--- src/rtl/wb_bus_if_pkg.sv ---
// Shared types and widths for the Wishbone classic master bridge.
// Imported by the bridge and by anything that needs to see its state.
package wb_bus_if_pkg;

  localparam int STALL_BUS_W = 6;
  localparam int WB_BUS_W    = 32;

  typedef enum logic [1:0] {
    WbIdle      = 2'd0,
    WbBusy      = 2'd1,
    WbWaitStall = 2'd2
  } wb_state_e;

endpackage

--- src/rtl/wb_bus_if.sv ---
// Wishbone classic master bridge: turns a single-cycle core memory request into
// one Wishbone transaction, holding the pipeline until ack, error or timeout.
module wb_bus_if
  import wb_bus_if_pkg::*;
#(
  parameter int ADDR_W      = WB_BUS_W,
  parameter int DATA_W      = WB_BUS_W,
  parameter int SEL_W       = DATA_W / 8,
  parameter int STALL_W     = STALL_BUS_W,
  parameter int TIMEOUT_CYC = 255
) (
  input  logic               clk,
  input  logic               rst,
  input  logic [STALL_W-1:0] stall_i,
  input  logic               flush_i,
  input  logic               cpu_ce_i,
  input  logic               cpu_we_i,
  input  logic [ADDR_W-1:0]  cpu_addr_i,
  input  logic [SEL_W-1:0]   cpu_sel_i,
  input  logic [DATA_W-1:0]  cpu_data_i,
  output logic [DATA_W-1:0]  cpu_data_o,
  output logic               stallreq_o,
  output logic               bus_err_o,
  output logic [ADDR_W-1:0]  wb_adr_o,
  output logic [DATA_W-1:0]  wb_dat_o,
  input  logic [DATA_W-1:0]  wb_dat_i,
  output logic               wb_we_o,
  output logic [SEL_W-1:0]   wb_sel_o,
  output logic               wb_stb_o,
  output logic               wb_cyc_o,
  input  logic               wb_ack_i,
  input  logic               wb_err_i
);

  localparam int CNT_W = (TIMEOUT_CYC > 2) ? $clog2(TIMEOUT_CYC) : 1;

  wb_state_e          state_reg, state_next;
  logic [ADDR_W-1:0]  adr_reg, adr_next;
  logic [DATA_W-1:0]  dat_reg, dat_next;
  logic               we_reg, we_next;
  logic [SEL_W-1:0]   sel_reg, sel_next;
  logic               cyc_reg, cyc_next;
  logic [DATA_W-1:0]  rd_buf_reg, rd_buf_next;
  logic [CNT_W-1:0]   cnt_reg, cnt_next;
  logic               bus_err_reg, bus_err_next;

  logic timeout_hit;
  logic err_event;
  logic stalled;

  // A silent slave is treated exactly like one that raised wb_err_i.
  assign timeout_hit = (TIMEOUT_CYC != 0) && (cnt_reg == CNT_W'(TIMEOUT_CYC - 1));
  assign err_event   = wb_err_i | timeout_hit;
  assign stalled     = (stall_i != '0);

  always_comb begin
    state_next   = state_reg;
    adr_next     = adr_reg;
    dat_next     = dat_reg;
    we_next      = we_reg;
    sel_next     = sel_reg;
    cyc_next     = cyc_reg;
    rd_buf_next  = rd_buf_reg;
    cnt_next     = cnt_reg;
    bus_err_next = 1'b0;
    cpu_data_o   = '0;
    stallreq_o   = 1'b0;

    case (state_reg)
      WbIdle: begin
        stallreq_o = cpu_ce_i & ~flush_i;
        if (cpu_ce_i && !flush_i) begin
          adr_next   = cpu_addr_i;
          dat_next   = cpu_we_i ? cpu_data_i : '0;
          we_next    = cpu_we_i;
          sel_next   = cpu_sel_i;
          cyc_next   = 1'b1;
          cnt_next   = '0;
          state_next = WbBusy;
        end
      end

      WbBusy: begin
        if (err_event || wb_ack_i || flush_i) begin
          adr_next = '0;
          dat_next = '0;
          we_next  = 1'b0;
          sel_next = '0;
          cyc_next = 1'b0;
          cnt_next = '0;
          if (err_event) begin
            rd_buf_next  = '0;
            bus_err_next = 1'b1;
            state_next   = (stalled && !flush_i) ? WbWaitStall : WbIdle;
          end else if (wb_ack_i) begin
            rd_buf_next = wb_dat_i;
            // A flushed access still completes on the bus but its data is dropped.
            if (!flush_i && !we_reg) begin
              cpu_data_o = wb_dat_i;
            end
            state_next = (stalled && !flush_i) ? WbWaitStall : WbIdle;
          end else begin
            state_next = WbIdle;
          end
        end else begin
          stallreq_o = 1'b1;
          if (TIMEOUT_CYC != 0) begin
            cnt_next = cnt_reg + CNT_W'(1);
          end
        end
      end

      WbWaitStall: begin
        // Hold the captured word until the rest of the pipeline moves again.
        cpu_data_o = rd_buf_reg;
        if (!stalled || flush_i) begin
          state_next = WbIdle;
        end
      end

      default: begin
        state_next = WbIdle;
      end
    endcase
  end

  always_ff @(posedge clk or negedge rst) begin
    if (!rst) begin
      state_reg   <= WbIdle;
      adr_reg     <= '0;
      dat_reg     <= '0;
      we_reg      <= 1'b0;
      sel_reg     <= '0;
      cyc_reg     <= 1'b0;
      rd_buf_reg  <= '0;
      cnt_reg     <= '0;
      bus_err_reg <= 1'b0;
    end else begin
      state_reg   <= state_next;
      adr_reg     <= adr_next;
      dat_reg     <= dat_next;
      we_reg      <= we_next;
      sel_reg     <= sel_next;
      cyc_reg     <= cyc_next;
      rd_buf_reg  <= rd_buf_next;
      cnt_reg     <= cnt_next;
      bus_err_reg <= bus_err_next;
    end
  end

  assign wb_adr_o  = adr_reg;
  assign wb_dat_o  = dat_reg;
  assign wb_we_o   = we_reg;
  assign wb_sel_o  = sel_reg;
  assign wb_cyc_o  = cyc_reg;
  assign wb_stb_o  = cyc_reg;
  assign bus_err_o = bus_err_reg;

endmodule

--- config.mk ---
export PLATFORM = sky130hd
export DESIGN_NAME = wb_bus_if
export DESIGN_NICKNAME = d
export VERILOG_FILES = /design/src/rtl/wb_bus_if_pkg.sv /design/src/rtl/wb_bus_if.sv
export SDC_FILE = /design/constraint.sdc
export NUM_CORES = 1
export LEC_CHECK = 0
export ABC_AREA = 0
export BUFFER_PORTS_ARGS = -buffer_cell sky130_fd_sc_hd__buf_2
export CORE_ASPECT_RATIO = 2
export CORE_MARGIN = 3
export CORE_UTILIZATION = 43
export CTS_BUF_LIST = sky130_fd_sc_hd__clkbuf_16
export CTS_CLUSTER_SIZE = 25
export DETAILED_ROUTE_END_ITERATION = 12
export GPL_TIMING_DRIVEN = 0
export PLACE_DENSITY = 0.84
export SLEW_MARGIN = 20
export SYNTH_ARGS = -nofsm -noshare
export SYNTH_HDL_FRONTEND = slang
export SYNTH_SLANG_ARGS = --single-unit
--- constraint.sdc ---
create_clock -name clk -period 1.7 [get_ports clk]
set_input_delay 0 -clock clk [delete_from_list [all_inputs] [get_ports clk]]
set_output_delay 0 -clock clk [all_outputs]
set_load 0.02 [all_outputs]
==> results of run 1 <==
-- critical path, delay by kind of cell, from the launching register on --
kind | cells | cell delay, ns
adder cells (fa/ha/maj) | 1 | 0.14
buffers and inverters | 4 | 0.55
AO/OA/AOI/OAI | 1 | 0.20
AND/OR/NAND/NOR | 3 | 0.45
flip-flops | 1 | 0.40
-- stage by stage --
step | instances | util | TNS [ns]
floorplan | 458 | - | 0
global placement | 819 | 0.547 | -101.40
detailed placement | 820 | 0.549 | -47.50
CTS | 971 | 0.736 | -28.59
global route | 988 | 0.768 | -43.43
finish | 988 | 0.768 | -38.31
-- cell usage in the layout, fill, tap and decap left out, types with 4 or more instances in the layout --
cell           Yosys  layout
and2_4             0      11
buf_6              3      52
dlygate4sd3_1      0     101
clkinv_4           0       5
nand2_1           38      36
and2_1            35      23
buf_8              0       6
buf_4              2      28
a22o_1           105     104
nand4b_1          32      32
clkbuf_1          14       6
inv_1              6       4
clkbuf_8           0       5
buf_2             18     182
nor2_1             9       8
clkinvlp_4         0       4
clkbuf_16          0      19
o21ai_1            1      22
o21ai_2            1      14
dfrtp_1          113     111
clkbuf_4           0       7
-- power groups by stage --
stage	combinational [mW]	sequential [mW]	clock, mW
after floorplan	2.57	5.10	0
after global placement	5.01	4.32	0
after detailed placement	5.20	4.35	0
after CTS	5.98	4.34	3.55
after global routing	7.39	4.55	3.69
final	7.11	4.50	3.54
-- worst min-delay path by stage --
stage                    from        endpoint  slack [ns]  cells past startpoint
3_5_place_dp              rst  rd_buf_reg[10]       -0.06                      1
4_1_cts                   rst  rd_buf_reg[10]        0.06                      2
2_1_floorplan             rst       bus_err_o       -0.30                      0
3_3_place_gp   cpu_addr_i[29]    wb_adr_o[29]        0.22                      2
6_report             cpu_we_i     wb_dat_o[4]        0.03                      3
5_1_grt              cpu_we_i     wb_dat_o[5]        0.04                      3
-- routing by layer --
metal,vias up,routed length (um)
met5,-,0
met4,0,1650
met3,170,1870
met2,517,12100
met1,2857,7300
li1,2450,-
-- area by class of cell --
class                           instances  area (um^2)  share of cell area
Sequential cell                       113         2830               0.313
Clock inverter                         15          161              0.0178
Multi-Input combinational cell        296         2330               0.258
Tap cell                              145          181              0.0201
Buffer                                 41          368              0.0407
Clock buffer                           17          425              0.0470
Inverter                                6         22.5             0.00249
Timing Repair Buffer                  355         2720               0.301
-- cell families after synthesis --
family / share of synthesized area
DFF: 0.547
AOI/OAI and AO/OA: 0.238
muxes: 0.00411
buffers and inverters: 0.0472
adders and majority gates: 0.0121
and+or+nand+nor: 0.152
-- repair_timing --
action                                 CTS  global route
hold buffers                           101             0
gates cloned                             6             6
pin swaps                               28            64
setup endpoints to repair              142           145
gates resized for setup                163            82
endpoints found under the hold margin  213             0
buffers inserted                        14            12
==> results.json, run 1 <==
{
  "status": "finished, violations left",
  "violations": "negative setup slack",
  "r2r_cells": 11,
  "syn_nets": 576,
  "maxSlewHeadroom": 0.622,
  "synth_cell_types": 38,
  "initial_core_util": 0.439,
  "grt_pass1_wl_mm": 32.5,
  "clock_path_buffers": 2,
  "grt.overflow.total": 0,
  "combPwrFrac": 0.469,
  "grt_usage": 0.304,
  "drtAntennaViolNets": 0,
  "wire_per_inst_um": 23.2,
  "p_leak_nw": 4.51,
  "port_buffers": 216,
  "path_cells": "inv_2 -> ha_4 -> nor2b_4 -> buf_8 -> buf_4 -> nand4b_1 -> o21ai_1 -> and2_1 -> buf_6",
  "clkPwrFrac": 0.234,
  "dp_hpwl_mm": 11.5,
  "yosysSeqAreaShare": 0.547,
  "drt_iter0_drc": 560,
  "hold_viol": 0,
  "antenna_found_initial": 0,
  "period_minus_slack_ns": 2.15,
  "cts_sinks": 113,
  "cts_root_buffer": "clkbuf_16",
  "grt_pass1_vias": 6332,
  "vias_per_cell": 6.07,
  "met1_usage": 0.306,
  "crit_fanout": 7,
  "worst_pin_slew_ns": 0.568,
  "ys_async_sr_fraction": 1.00,
  "clkTransAtPathRegs_ns": 0.06,
  "worstSetupStartpoint": "state_reg[1]",
  "drive_gt1_frac": 0.439,
  "reg2reg_setup_slack_ns": -0.33,
  "p_seq_frac": 0.297,
  "critPathLaunchType": "flop",
  "yosys-top-cells-count": "113 x dfrtp_1, 105 x a22o_1, 39 x o21ai_0, 38 x nand2_1, 35 x and2_1",
  "syn-cell-area_mm2": 0.00517,
  "ioPinCount": 218,
  "fmax_mhz": 465,
  "place.gp.congestion": 0.921,
  "top_usage_layer": "met2",
  "end_kind": "primary output",
  "drt-pass1-iter-count": 6,
  "cts_tree": "built",
  "cp.required_ns": 1.70,
  "r2r_end": "state_reg[0]",
  "setup_ws_ns": -0.451,
  "pre_cts_slack_ns": -0.540,
  "internal_power_mw": 9.03,
  "slowest_delay_ns": 0.40,
  "grt_use_met3": 0.0720,
  "fp.dieArea_mm2": 0.0135,
  "cpMaxStageDelayCell": "dfrtp_1",
  "synthFlopType": "dfrtp_1",
  "maxCapViolCount": 0,
  "synth_seq_cells": 113,
  "synth-edff-count": 0,
  "dpl_cell_area_mm2": 0.00647,
  "sw_frac_of_total": 0.404,
  "hold_class": "primary input to flop",
  "drc_errors": 0,
  "cts_max_level": 4,
  "fin_hold_ws_ns": 0.0344,
  "nets": 948,
  "nFillCells": 629,
  "clkLatencyLatePin_ns": 0.41,
  "fin_worst_skew_ns": 0.0153,
  "finalPower_mw": 15.1,
  "fin_crit_sh": 1.27,
  "coreArea_mm2": 0.0118,
  "irDropWorstVdd_mv": 1.36,
  "ys_top_cells_by_area": "dfrtp_1 55%, a22o_1 18%, nand4b_1 5.4%",
  "cp.arrival_ns": 2.15,
  "crit_path_end": "cpu_data_o[25]",
  "synth_largest_area_cell": "dfrtp_1",
  "die_h_um": 161,
  "wirelength_mm": 22.9,
  "syn_avg_cell_area_um2": 11.3,
  "cts_made_buffers": 17,
  "dieWidth_um": 83.5,
  "num_antenna_cells": 0,
  "post-route-cell-area_mm2": 0.00904,
  "rsz0062_at_grt": "yes",
  "power_density_mw_per_mm2": 1670,
  "switchingPower_mw": 6.12,
  "syn_inst": 458,
  "area_growth_pct": 74.9,
  "critPathKind": "flop to primary output",
  "yosysTopAreaCellShare": 0.547,
  "ys_warn_count": 0,
  "regToRegStartpoint": "state_reg[1]",
  "setup_viol": 144,
  "num_rows": 56,
  "yosysMostFrequentCell": "dfrtp_1",
  "grt_max_degree": 74,
  "maxSlewViolCount": 0,
  "num_vias": 5994,
  "use_met2": 0.548
}
Power figures use the tool's default switching activity.
==> inputs of run 2 (changes only) <==
- SKIP_LAST_GASP: not set -> 1
==> results.json, run 2 (synthesized netlist as in run 1, its figures left out) <==
{
  "period_minus_slack_ns": 2.14,
  "status": "finished, violations left",
  "num_rows": 56,
  "coreArea_mm2": 0.0118,
  "wirelength_mm": 23.2,
  "fmax_mhz": 468,
  "maxCapViolCount": 0,
  "maxSlewViolCount": 0,
  "grt.overflow.total": 0,
  "grt_pass1_wl_mm": 32.4,
  "num_vias": 6047,
  "cts_root_buffer": "clkbuf_16",
  "hold_viol": 0,
  "final_common_cell": "buf_2",
  "die_h_um": 161,
  "drive_gt1_frac": 0.448,
  "grt_usage": 0.302,
  "dpl_cell_area_mm2": 0.00647,
  "dieWidth_um": 83.5,
  "p_leak_nw": 4.50,
  "drt_iter0_drc": 558,
  "clock_path_buffers": 2,
  "final_cell_mix": "185 x buf_2, 111 x dfrtp_1, 105 x a22o_1",
  "nets": 947,
  "maxSlewHeadroom": 0.576,
  "area_growth_pct": 74.2,
  "grt_pass1_vias": 6328,
  "antenna_found_initial": 1,
  "end_kind": "primary output",
  "fin_crit_sh": 1.26,
  "fin_cells": 988,
  "cp.required_ns": 1.70,
  "place.gp.congestion": 0.921,
  "setup_ws_ns": -0.436,
  "dp_hpwl_mm": 11.5,
  "hold_class": "primary input to async pin",
  "port_buffers": 216,
  "violations": "negative setup slack",
  "power_density_mw_per_mm2": 1660,
  "cp.arrival_ns": 2.14,
  "drc_errors": 0,
  "rsz0062_at_grt": "yes",
  "fin_worst_skew_ns": 0.0155,
  "drt-pass1-iter-count": 6,
  "setup_viol": 145,
  "worst_pin_slew_ns": 0.631,
  "cts_sinks": 113,
  "finalSetupTns_ns": -35.64,
  "fp.dieArea_mm2": 0.0135,
  "cts_max_level": 4,
  "place_inst": 820,
  "wire_per_inst_um": 23.5,
  "cts_tree": "built",
  "grt_max_degree": 74,
  "crit_fanout": 10,
  "drtAntennaViolNets": 0,
  "critPathLaunchType": "flop",
  "initial_core_util": 0.439,
  "irDropWorstVdd_mv": 1.39,
  "ioPinCount": 218,
  "vias_per_cell": 6.12,
  "pre_cts_slack_ns": -0.540,
  "cts_made_buffers": 17,
  "clkTransAtPathRegs_ns": 0.07,
  "clkLatencyLatePin_ns": 0.41,
  "critPathKind": "flop to primary output",
  "nFillCells": 635,
  "post-route-cell-area_mm2": 0.00901
}
run 2: metal layers:
layer | track usage | vias to the layer above | share of wire
met3 | 0.0679 | 187 | 0.085
met4 | 0.191 | 0 | 0.090
met5 | 0 | - | 0
met1 | 0.304 | 2857 | 0.31
met2 | 0.551 | 551 | 0.51
li1 | - | 2452 | -
run 2: stage by stage:
stage,util,total power [mW],hold WS [ns]
finish,0.765,15.0,0.0839
global route,0.765,15.5,0.100
CTS,0.736,13.9,0.0551
detailed placement,0.549,9.55,-0.0612
global placement,0.547,9.33,0.218
floorplan,-,7.67,-0.296
run 2: worst paths after layout:
kind,from,endpoint,slack [ns],depth (start not counted)
setup / recovery,state_reg[1],cpu_data_o[19],-0.44,9
hold / removal,rst,rd_buf_reg[2],0.08,2
setup reg to reg,state_reg[1],state_reg[0],-0.30,11
hold reg to reg,wb_adr_o[4],wb_adr_o[4],0.50,1
max in group asynchronous,rst,cnt_reg[2],0.88,3
min in group clk,cpu_we_i,wb_dat_o[4],0.11,3
run 2: critical path, stage by stage, from the launching register on:
cell and delay [ns]:
dfrtp_1 0.40, inv_2 0.09, ha_4 0.14, nor2b_4 0.13, buf_6 0.17, buf_6 0.16
nand4b_1 0.15, o21ai_1 0.21, and2_4 0.17, buf_6 0.11
run 2: what timing repair did:
item	CTS	global route
setup buffers	14	12
hold endpoints to repair	213	0
setup endpoints to repair	142	146
gates resized for setup	158	84
gates cloned	6	5
pin swaps	28	62
hold buffers	101	0
run 2: where the power goes:
| group | switching [mW] | internal [mW] | leakage, nW |
|---|---|---|---|
| sequential | 0.776 | 3.74 | 1.53 |
| clock | 1.37 | 2.17 | 0.276 |
| combinational | 3.96 | 2.96 | 2.70 |
| total | 6.11 | 8.87 | 4.50 |
run 2: area by class of cell:
cell class	instances	area, um^2	share of cell area
Timing Repair Buffer	354	2690	0.299
Sequential cell	113	2830	0.314
Buffer	41	330	0.0367
Clock inverter	15	161	0.0179
Inverter	6	22.5	0.00250
Tap cell	145	181	0.0201
Antenna cell	1	2.50	0.000278
Multi-Input combinational cell	296	2360	0.262
Clock buffer	17	425	0.0472
